<file path="src/rtl/pll_reset_pkg.sv">
// Shared types and constants for the PLL-lock driven core reset sequencer.
package pll_reset_pkg;

    localparam int unsigned SEQ_STATE_W = 2;
    localparam int unsigned LOSS_CNT_W  = 8;
    localparam logic [LOSS_CNT_W-1:0] LOSS_CNT_MAX = 8'd255;

    typedef enum logic [SEQ_STATE_W-1:0] {
        WAIT_LOCK = 2'd0,
        STABILIZE = 2'd1,
        HOLD      = 2'd2,
        RUN       = 2'd3
    } seq_state_e;

endpackage

</file>
<file path="src/rtl/pll_reset_sequencer_lock_sync.sv">
// Generic flop-chain synchroniser for a single asynchronous flag, cleared by a synchronous reset.
module lock_sync #(
    parameter int unsigned SYNC_STAGES = 2
) (
    input  logic clk,
    input  logic reset,
    input  logic async_in,
    output logic sync_out
);

    logic [SYNC_STAGES-1:0] sync_q;

    always_ff @(posedge clk) begin
        if (reset) begin
            sync_q <= '0;
        end else begin
            sync_q <= {sync_q[SYNC_STAGES-2:0], async_in};
        end
    end

    assign sync_out = sync_q[SYNC_STAGES-1];

endmodule

</file>
<file path="src/rtl/pll_reset_sequencer.sv">
// Holds the core in reset until PLL lock is qualified, then releases after a hold period.
// Optional lock-loss event counter enabled by defining PLL_LOCK_LOSS_COUNT_EN.
module pll_reset_sequencer
    import pll_reset_pkg::*;
#(
    parameter int unsigned SYNC_STAGES        = 2,
    parameter int unsigned LOCK_STABLE_CYCLES = 1024,
    parameter int unsigned RESET_HOLD_CYCLES  = 16,
    parameter int unsigned CNT_W              = 16
) (
    input  logic                   clk,
    input  logic                   reset,
    input  logic                   pll_locked,
    input  logic                   soft_reset_req,
    output logic                   core_reset,
    output logic                   core_ready,
    output logic [SEQ_STATE_W-1:0] seq_state,
    output logic [LOSS_CNT_W-1:0]  lock_loss_count
);

    localparam logic [CNT_W-1:0] LOCK_LAST = CNT_W'(LOCK_STABLE_CYCLES - 1);
    localparam logic [CNT_W-1:0] HOLD_LAST = CNT_W'(RESET_HOLD_CYCLES - 1);

    logic             locked_sync;
    seq_state_e       state_q;
    seq_state_e       state_nxt;
    logic [CNT_W-1:0] cnt_q;
    logic [CNT_W-1:0] cnt_nxt;

    lock_sync #(
        .SYNC_STAGES (SYNC_STAGES)
    ) u_lock_sync (
        .clk      (clk),
        .reset    (reset),
        .async_in (pll_locked),
        .sync_out (locked_sync)
    );

    // State, shared counter and the reset outputs, all registered from next-state.
    always_ff @(posedge clk) begin
        if (reset) begin
            state_q    <= WAIT_LOCK;
            cnt_q      <= '0;
            core_reset <= 1'b1;
            core_ready <= 1'b0;
        end else begin
            state_q    <= state_nxt;
            cnt_q      <= cnt_nxt;
            core_reset <= (state_nxt != RUN);
            core_ready <= (state_nxt == RUN);
        end
    end

    // Lock loss always wins; the counter is cleared on every state change.
    always_comb begin
        state_nxt = state_q;
        cnt_nxt   = cnt_q;
        unique case (state_q)
            WAIT_LOCK: begin
                cnt_nxt = '0;
                if (locked_sync) begin
                    state_nxt = STABILIZE;
                end
            end
            STABILIZE: begin
                if (!locked_sync) begin
                    state_nxt = WAIT_LOCK;
                    cnt_nxt   = '0;
                end else if (cnt_q == LOCK_LAST) begin
                    state_nxt = HOLD;
                    cnt_nxt   = '0;
                end else begin
                    cnt_nxt = cnt_q + CNT_W'(1);
                end
            end
            HOLD: begin
                if (!locked_sync) begin
                    state_nxt = WAIT_LOCK;
                    cnt_nxt   = '0;
                end else if (cnt_q == HOLD_LAST) begin
                    state_nxt = RUN;
                    cnt_nxt   = '0;
                end else begin
                    cnt_nxt = cnt_q + CNT_W'(1);
                end
            end
            RUN: begin
                cnt_nxt = '0;
                if (!locked_sync) begin
                    state_nxt = WAIT_LOCK;
                end else if (soft_reset_req) begin
                    state_nxt = HOLD;
                end
            end
            default: begin
                state_nxt = WAIT_LOCK;
                cnt_nxt   = '0;
            end
        endcase
    end

    assign seq_state = state_q;

`ifdef PLL_LOCK_LOSS_COUNT_EN
    logic [LOSS_CNT_W-1:0] loss_cnt_q;

    // Saturating count of RUN -> WAIT_LOCK transitions; soft resets go to HOLD and are not counted.
    always_ff @(posedge clk) begin
        if (reset) begin
            loss_cnt_q <= '0;
        end else if ((state_q == RUN) && (state_nxt == WAIT_LOCK)
                     && (loss_cnt_q != LOSS_CNT_MAX)) begin
            loss_cnt_q <= loss_cnt_q + LOSS_CNT_W'(1);
        end
    end

    assign lock_loss_count = loss_cnt_q;
`else
    assign lock_loss_count = '0;
`endif

endmodule

</file>
<file path="config.mk">
export PLATFORM = sky130hd
export DESIGN_NAME = pll_reset_sequencer
export DESIGN_NICKNAME = d
export VERILOG_FILES = /design/src/rtl/pll_reset_pkg.sv /design/src/rtl/pll_reset_sequencer_lock_sync.sv /design/src/rtl/pll_reset_sequencer.sv
export SDC_FILE = /design/constraint.sdc
export NUM_CORES = 1
export LEC_CHECK = 0
export CORE_MARGIN = 4
export CORE_UTILIZATION = 39
export CTS_CLUSTER_DIAMETER = 200
export DETAILED_ROUTE_END_ITERATION = 8
export SYNTH_ARGS = -nofsm -noshare
export SYNTH_HDL_FRONTEND = slang
export SYNTH_HIERARCHICAL = 1
export SYNTH_SLANG_ARGS = --single-unit
</file>
<file path="constraint.sdc">
create_clock -name clk -period 2 [get_ports clk]
set_input_delay 0.4 -clock clk [delete_from_list [all_inputs] [get_ports clk]]
set_output_delay 0.4 -clock clk [all_outputs]
set_load 0.05 [all_outputs]
</file>
# ---- Word-level counts from Yosys, hierarchy flattened
# Index checks and enable logic that the tools add are counted.
dict set report totals {
  register_bits 22
  inputBits 4
  out_inout_bits 12
  word_cells 28
}
dict set report classes {
  addsub 1
  n_eq_ne 7
  mux 13
  reduce_logical 2
}
# operator n
set op_table {}
lappend op_table {{$mux 16} 4}
lappend op_table {{$pmux 16 s3} 1}
lappend op_table {{$add 16x1->16 const B} 1}
lappend op_table {{$eq 16x10->1 const B} 1}
lappend op_table {{$eq 16x4->1 const B} 1}
lappend op_table {{$mux 2} 7}
lappend op_table {{$pmux 2 s4} 1}
lappend op_table {{$eq 2x2->1 const B} 3}
lappend op_table {{$eq 2x1->1 const B} 1}
lappend op_table {{$logic_not 2->1} 1}
lappend op_table {{$ne 2x2->1 const B} 1}
lappend op_table {{$reduce_or 2->1} 1}

# ---- Logic depth before layout (Yosys ltp)
# Gate-level depths: netlist of run 1.
dict set report logic_depth {
  word_depth 5
  depth_mapped 6
  depth_no_buf 5
}

# ---- Hierarchy
# Netlist of run 1, hierarchy kept.
# module instances cells_each area_per_inst_um2 seq_area_each_um2
set modules_own_cells {}
lappend modules_own_cells {pll_reset_sequencer 1 111 997.2 400.4}
lappend modules_own_cells {lock_sync 1 4 52.6 40.0}

# ---- Least setup slack after synthesis of run 1
# No wires, ideal clock.
dict set report synth_timing {
  path_type {flip-flop to flip-flop}
  start {register cnt_q[0]}
  end {register cnt_q[15]}
  setup_ns 0.115
  arrival_ns 1.537
  required_ns 1.885
  setup_slack_ns 0.349
  stages_incl_launch_ff 7
  path_buffers 1
  period_less_slack_ns 1.651
  cell_sequence {dfxtp_1 -> ha_1 -> and4_1 -> a41oi_2 -> a32oi_2 -> buf_6 -> nor2_1}
}
dict set report synth_via {
  elab_chain_cells 4
  word_cells_on_any_way 8
  classes_between {add/sub (1); eq/ne (2); mux (5)}
}
# item line_no
set synth_lines {}
lappend synth_lines {{from (decl)} pll_reset_sequencer.sv:27} ;# logic [CNT_W-1:0] cnt_q;
lappend synth_lines {{from (signal assigned)} pll_reset_sequencer.sv:48} ;# cnt_q <= cnt_nxt;
lappend synth_lines {{$add 16x1->16 (tied with other cells)} {pll_reset_sequencer.sv:73, pll_reset_sequencer.sv:84}}
lappend synth_lines {{$mux 16, on equally long branches} {pll_reset_sequencer.sv:80, pll_reset_sequencer.sv:69}}
lappend synth_lines {{$mux 16, on equally long branches} {pll_reset_sequencer.sv:77, pll_reset_sequencer.sv:66}}
lappend synth_lines {{$pmux 16 s3 (*)} pll_reset_sequencer.sv:58} ;# unique case (state_q)
# Every way passes the cells marked *; elsewhere a longest branch is shown, timed or not.
# A chain may end at the register's enable or synchronous reset.

# ---- Worst setup path after layout of run 1
dict set report layout_timing {
  start {register core_ready}
  end {output port core_ready}
}
# item line_no
set layout_rtl {}
lappend layout_rtl {{from (decl)} pll_reset_sequencer.sv:16} ;# output logic core_ready,
lappend layout_rtl {{from (signal assigned)} pll_reset_sequencer.sv:50} ;# core_ready <= (state_nxt == RUN);
# No word-level cell between the ends.

==> impl_metrics.py, run 1 <==
metrics = {
    "route": {
        "avgViaCountPerCell": 5.12,
        "dr.pass1.iters": 4,
        "ant_nets": 0,
        "drt_iter0_markers": 5,
        "drt-total-wl_mm": 1.93,
        "drc_errors": 0,
        "wl_per_cell_um": 12.2,
        "dr_total_vias": 814,
    },
    "cts": {
        "cts.clk_slew.worst_paths_ns": 0.12,
        "clock_latency_ns": 0.31,
        "postCtsHoldBufs": 0,
        "numCtsBuffers": 3,
        "cts_htree_levels": 1,
        "root_buffer": "clkbuf_4",
        "cts_tree": "done",
        "clockBufferDepth": 2,
        "clock_sinks": 22,
    },
    "worst_setup_path": {
        "cp_data_required_time_ns": 1.60,
        "slowest_delay_ns": 0.80,
        "crit_chain": "clkdlybuf4s50_1",
        "cp.depth": 1,
        "cp.arrival_ns": 1.44,
        "worstSetupEndpointType": "output port",
        "cp_max_fo": 1,
        "start_kind": "flip-flop",
        "path_class": "flip-flop to output port",
        "timing.critical_path.max_delay_family": "buffers and inverters",
        "rr_worst_depth": 6,
        "path_buf_inv": 1,
        "cp_slowest_cell": "clkdlybuf4s50_1",
    },
    "timing": {
        "worstMarginPinSlew_ns": 0.496,
        "fmax_mhz": 544,
        "slew_headroom": 0.668,
        "post-route-min-period_ns": 1.84,
        "tns_ns": 0,
        "grt_setup_unrepaired": "no",
        "min_period_over_period": 0.919,
        "setup_viol": 0,
        "drv_slew": 0,
        "finalClockSkew_ns": 0.00816,
        "hold_viol": 0,
        "layout_setup_ws_ns": 0.161,
    },
    "floorplanning": {
        "io_pins": 16,
        "dieArea_mm2": 0.00359,
        "die_y_um": 59.9,
        "initial_core_util": 0.416,
        "row_count": 18,
        "core_area_mm2": 0.00252,
        "die_w_um": 59.9,
    },
    "grt": {
        "grt_start_max_net_pins": 17,
        "grt_pass1_wl_mm": 3.37,
        "antenna_found_initial": 0,
        "track_usage": 0.123,
        "grt_pass1_vias": 772,
        "grt_overflow": 0,
    },
    "synthesis": {
        "ys.flop_type": "dfxtp_1",
        "synthCells": 115,
        "synthTopCellsByCount": "22 x dfxtp_1, 20 x nor2_1, 10 x xnor2_1",
        "yosysWarnings": 6,
        "synth_top_area_cell": "dfxtp_1",
        "synth-async-reset-ratio": 0,
        "synth_area_per_cell_um2": 9.13,
        "ys_ff_latch": 22,
        "ys_top_cells_by_area": "dfxtp_1 42%, xnor2_1 8.3%, nor2_1 7.2%, buf_4 6.4%, nand4_1 4.8%",
        "ys_types": 27,
        "synth_area_mm2": 0.00105,
        "yosysTopAreaCellShare": 0.420,
        "synth-edff-count": 0,
        "synthMostInstantiatedCell": "dfxtp_1",
        "seq_area_frac_synth": 0.420,
    },
    "layout": {
        "antennaDiodeCount": 0,
        "final_nets": 135,
        "area_growth_pct": 15.3,
        "drive_above_1_share": 0.109,
    },
    "power": {
        "power.density_mw_per_mm2": 685,
        "vdd_drop_max_v": 0.000616,
        "power.total_mw": 0.829,
        "p_leak_nw": 0.413,
    },
    "placement": {
        "hpwl_mm": 1.39,
        "pre_cts_ws_ns": -0.0397,
        "io_buffers": 7,
        "gp_congestion": 0.790,
    },
    "hold_path": {
        "worst_hold_path_type": "flip-flop to flip-flop",
        "min_path_cells": 1,
    },
    "flow_run": {
        "cap_violations": 0,
    },
    "run_status": {
        "outcome": "complete, no violations",
    },
}
==> cell type report <==
cell class / count / area (um2)
inverter: 3 / 11.3
fill: 254 / 1310
sequential: 22 / 440
multi-input combinational: 87 / 557
clock buffer: 3 / 22.5
timing repair buffer: 13 / 111
tap: 30 / 37.5
clock inverter: 1 / 30.0
==> state kept, by name (all words and copies together) (netlist names) <==
| register | flops |
|---|---|
| cnt_q | 16 |
| seq_state | 2 |
| u_lock_sync/sync_q | 2 |
| core_ready | 1 |
| core_reset | 1 |
==> metrics by stage <==
step	cell area, um2	utilization	cells	hold WS (ns)
after global routing	1210	0.480	159	0.467
after floorplan	1080	-	122	0.414
after global placement	1130	0.449	153	0.418
after CTS	1190	0.474	157	0.459
final	1210	0.480	159	0.456
after detailed placement	1130	0.449	153	0.434
==> layout by cell type, fill, tap and decap left out, drive strengths merged <==
cell type and n:
buf 7, conb 8, nor2b 3, nor2 20, a32oi 1, xor2 4, o211a 1, nor4 8
nand4 8, o211ai 1, dlygate4sd2 1, o21a 2, clkbuf 3, dfxtp 22, nor3 2, ha 1
xnor2 10, a41oi 1, nand4b 1, nand2 6, nor3b 1, nand2b 1, and3 2, clkdlybuf4s50 5
bufinv 1, nand3 3, a31oi 1, and4 2, inv 3
==> logic make-up (layout without fill, tap and decap cells) <==
family | after synthesis | in the layout | share of synthesized area
flip-flops | 22 | 22 | 0.420
adder cells (fa/ha/maj) | 1 | 1 | 0.0119
buffers and inverters | 13 | 20 | 0.0858
AND/OR/NAND/NOR | 57 | 57 | 0.294
AO/OA/AOI/OAI | 7 | 7 | 0.0679
XOR/XNOR | 14 | 14 | 0.117
other | 1 | 8 | 0.00357
==> path summary, 6_finish.rpt <==
kind                         startpoint                    end  slack [ns]
setup / recovery             core_ready             core_ready        0.16
hold reg to reg   u_lock_sync/sync_q[0]  u_lock_sync/sync_q[1]        0.46
hold / removal    u_lock_sync/sync_q[0]  u_lock_sync/sync_q[1]        0.46
setup reg to reg               cnt_q[0]              cnt_q[10]        0.31
==> per-layer routing <==
layer | vias to the layer above | wire length [um] | part of all wire | track usage
li1 | 416 | - | - | -
met5 | - | 0 | 0 | 0
met4 | 0 | 42 | 0.022 | 0.0633
met1 | 377 | 880 | 0.46 | 0.157
met2 | 15 | 928 | 0.48 | 0.191
met3 | 6 | 81 | 0.042 | 0.0302
==> repair_timing <==
action,in CTS,in global routing
resized for setup,2,0
pin swaps,0,1
cloned,0,0
buffers inserted,0,2
setup endpoints to repair,9,11
==> power by group <==
part	total, mW	switching, mW	leakage, nW	internal [mW]
registers	0.442	0.00179	0.178	0.441
clock network	0.336	0.133	0.0279	0.203
logic	0.0504	0.0399	0.207	0.0105
Power figures use the tool's default switching activity.
==> run 2, diff against run 1 <==
--- a/config.mk
+++ b/config.mk
@@ -6,9 +6,10 @@
 export NUM_CORES = 1
 export LEC_CHECK = 0
 export CORE_MARGIN = 4
-export CORE_UTILIZATION = 39
+export CORE_UTILIZATION = 37
 export CTS_CLUSTER_DIAMETER = 200
 export DETAILED_ROUTE_END_ITERATION = 8
+export SLEW_MARGIN = 20
 export SYNTH_ARGS = -nofsm -noshare
 export SYNTH_HDL_FRONTEND = slang
 export SYNTH_HIERARCHICAL = 1
==> run 2 against run 1 <==
  * First-iteration DRC count grew to 3.4 times the previous value
  * Count of clock-buffer cells in the layout is 1 higher
  * Combinational power is 4.2% lower
  * Via count is 2.1% lower
==> impl_metrics.py, run 2 (synthesis gave the netlist of run 1 again) <==
metrics = {
    "floorplanning": {
        "row_count": 19,
        "dieArea_mm2": 0.00375,
        "io_pins": 16,
        "die_y_um": 61.3,
        "core_area_mm2": 0.00273,
        "initial_core_util": 0.384,
        "die_w_um": 61.3,
    },
    "route": {
        "dr_total_vias": 797,
        "wl_met1_um": 873,
        "ant_nets": 0,
        "avgViaCountPerCell": 5.11,
        "dr.pass1.iters": 4,
        "drt-total-wl_mm": 1.90,
        "wl_per_cell_um": 12.2,
        "highest_layer": "met4",
        "wl_met3_um": 93,
        "drc_errors": 0,
        "drt_iter0_markers": 17,
        "dr_wl_met2_um": 923,
    },
    "worst_setup_path": {
        "r2r_end": "cnt_q[2]",
        "timing.critical_path.max_delay_family": "buffers and inverters",
        "cp_data_required_time_ns": 1.60,
        "worstReg2RegStart": "cnt_q[0]",
        "cp.arrival_ns": 1.44,
        "path_class": "flip-flop to output port",
        "worstSetupEndpointType": "output port",
        "cp_slowest_cell": "clkdlybuf4s50_1",
        "cp_max_fo": 1,
        "crit_chain": "clkdlybuf4s50_1",
        "start_kind": "flip-flop",
        "rr_worst_depth": 6,
        "slowest_delay_ns": 0.80,
        "path_buf_inv": 1,
        "r2r_setup_slack_ns": 0.19,
    },
    "layout": {
        "n_fill_cell": 269,
        "largest_reg_flops": 16,
        "drive_above_1_share": 0.0880,
        "final_cells": 156,
        "antennaDiodeCount": 0,
        "layout_common_cells": "22 x dfxtp_1, 20 x nor2_1, 10 x xnor2_1",
        "top_register": "cnt_q",
        "area_growth_pct": 9.77,
        "final_nets": 131,
        "mostFrequentLayoutCell": "dfxtp_1",
    },
    "hold_path": {
        "worstHoldStart": "u_lock_sync/sync_q[0]",
        "min_to": "u_lock_sync/sync_q[1]",
        "worst_hold_path_type": "flip-flop to flip-flop",
        "min_path_cells": 1,
    },
    "power": {
        "power.total_mw": 0.736,
        "power.density_mw_per_mm2": 639,
        "p_leak_nw": 0.383,
        "p_int_mw": 0.561,
        "switching_power_mw": 0.175,
        "p_comb_frac": 0.066,
        "clkPwrFrac": 0.334,
        "vdd_drop_max_v": 0.000632,
        "seqPwrFrac": 0.601,
        "swShare": 0.238,
    },
    "cts": {
        "root_buffer": "clkbuf_4",
        "postCtsHoldBufs": 0,
        "cts.clk_slew.worst_paths_ns": 0.12,
        "clock_sinks": 22,
        "cts_tree": "done",
        "cts_resized": 0,
        "clockBufferDepth": 2,
        "postCtsSetupBuffers": 0,
        "clock_latency_ns": 0.31,
        "numCtsBuffers": 3,
        "cts_htree_levels": 1,
    },
    "timing": {
        "hold_viol": 0,
        "post-route-min-period_ns": 1.84,
        "worstMarginPinSlew_ns": 0.509,
        "finalClockSkew_ns": 0.00112,
        "fmax_mhz": 543,
        "setup_viol": 0,
        "drv_slew": 0,
        "min_period_over_period": 0.920,
        "grt_setup_unrepaired": "no",
        "tns_ns": 0,
        "slew_headroom": 0.660,
    },
    "grt": {
        "grt_start_max_net_pins": 17,
        "track_usage": 0.118,
        "antenna_found_initial": 0,
        "grt_pass1_vias": 730,
        "grt_overflow": 0,
        "grt_pass1_wl_mm": 3.28,
    },
    "run_status": {
        "outcome": "complete, no violations",
    },
    "flow_run": {
        "cap_violations": 0,
    },
    "placement": {
        "placed_cells": 152,
        "gp_congestion": 0.753,
        "io_buffers": 7,
        "hpwl_mm": 1.40,
    },
}
==> run 2: per-layer routing <==
layer  track usage  up-vias
met2         0.192       16
met3        0.0377        2
met1         0.149      372
li1              -      407
met5             0        -
met4        0.0372        0
==> run 2: layout make-up <==
cell class	count	area, um2	area share
Multi-Input combinational cell	87	546	0.473
Sequential cell	22	440	0.382
Timing Repair Buffer	9	80.1	0.0695
Tap cell	31	38.8	0.0337
Clock buffer	4	36.3	0.0315
Inverter	3	11.3	0.00977
==> run 2: worst register-to-register path, stage by stage, from the launching register on <==
cell and delay, ns:
dfxtp_1 0.39, ha_1 0.25, and4_1 0.34, a41oi_2 0.18, a32oi_2 0.24, buf_4 0.23
nor2_1 0.08
==> run 2: power groups by stage <==
stage / clock [mW] / combinational [mW] / sequential [mW]
after floorplan: 0 / 0.0496 / 0.454
after global placement: 0 / 0.0477 / 0.452
after detailed placement: 0 / 0.0480 / 0.452
after CTS: 0.256 / 0.0480 / 0.442
after global routing: 0.270 / 0.0512 / 0.443
final: 0.246 / 0.0483 / 0.442
==> run 2: worst max-delay path by stage <==
stage / start / cells past startpoint / to
after floorplan: cnt_q[0] / 6 / cnt_q[15]
after global placement: cnt_q[0] / 6 / cnt_q[3]
after detailed placement: cnt_q[0] / 6 / cnt_q[2]
after CTS: core_reset / 1 / core_reset
after global routing: cnt_q[0] / 6 / cnt_q[2]
final: core_reset / 1 / core_reset
==> run 2: per-stage QoR <==
step	utilization	hold slack, ns	instance area [um2]	worst slack (ns)
6_report	0.422	0.462	1150	0.159
5_1_grt	0.422	0.463	1150	0.0389
4_1_cts	0.422	0.465	1150	0.136
3_5_place_dp	0.408	0.429	1120	0.214
3_3_place_gp	0.408	0.428	1120	0.274
2_1_floorplan	-	0.414	1080	0.349
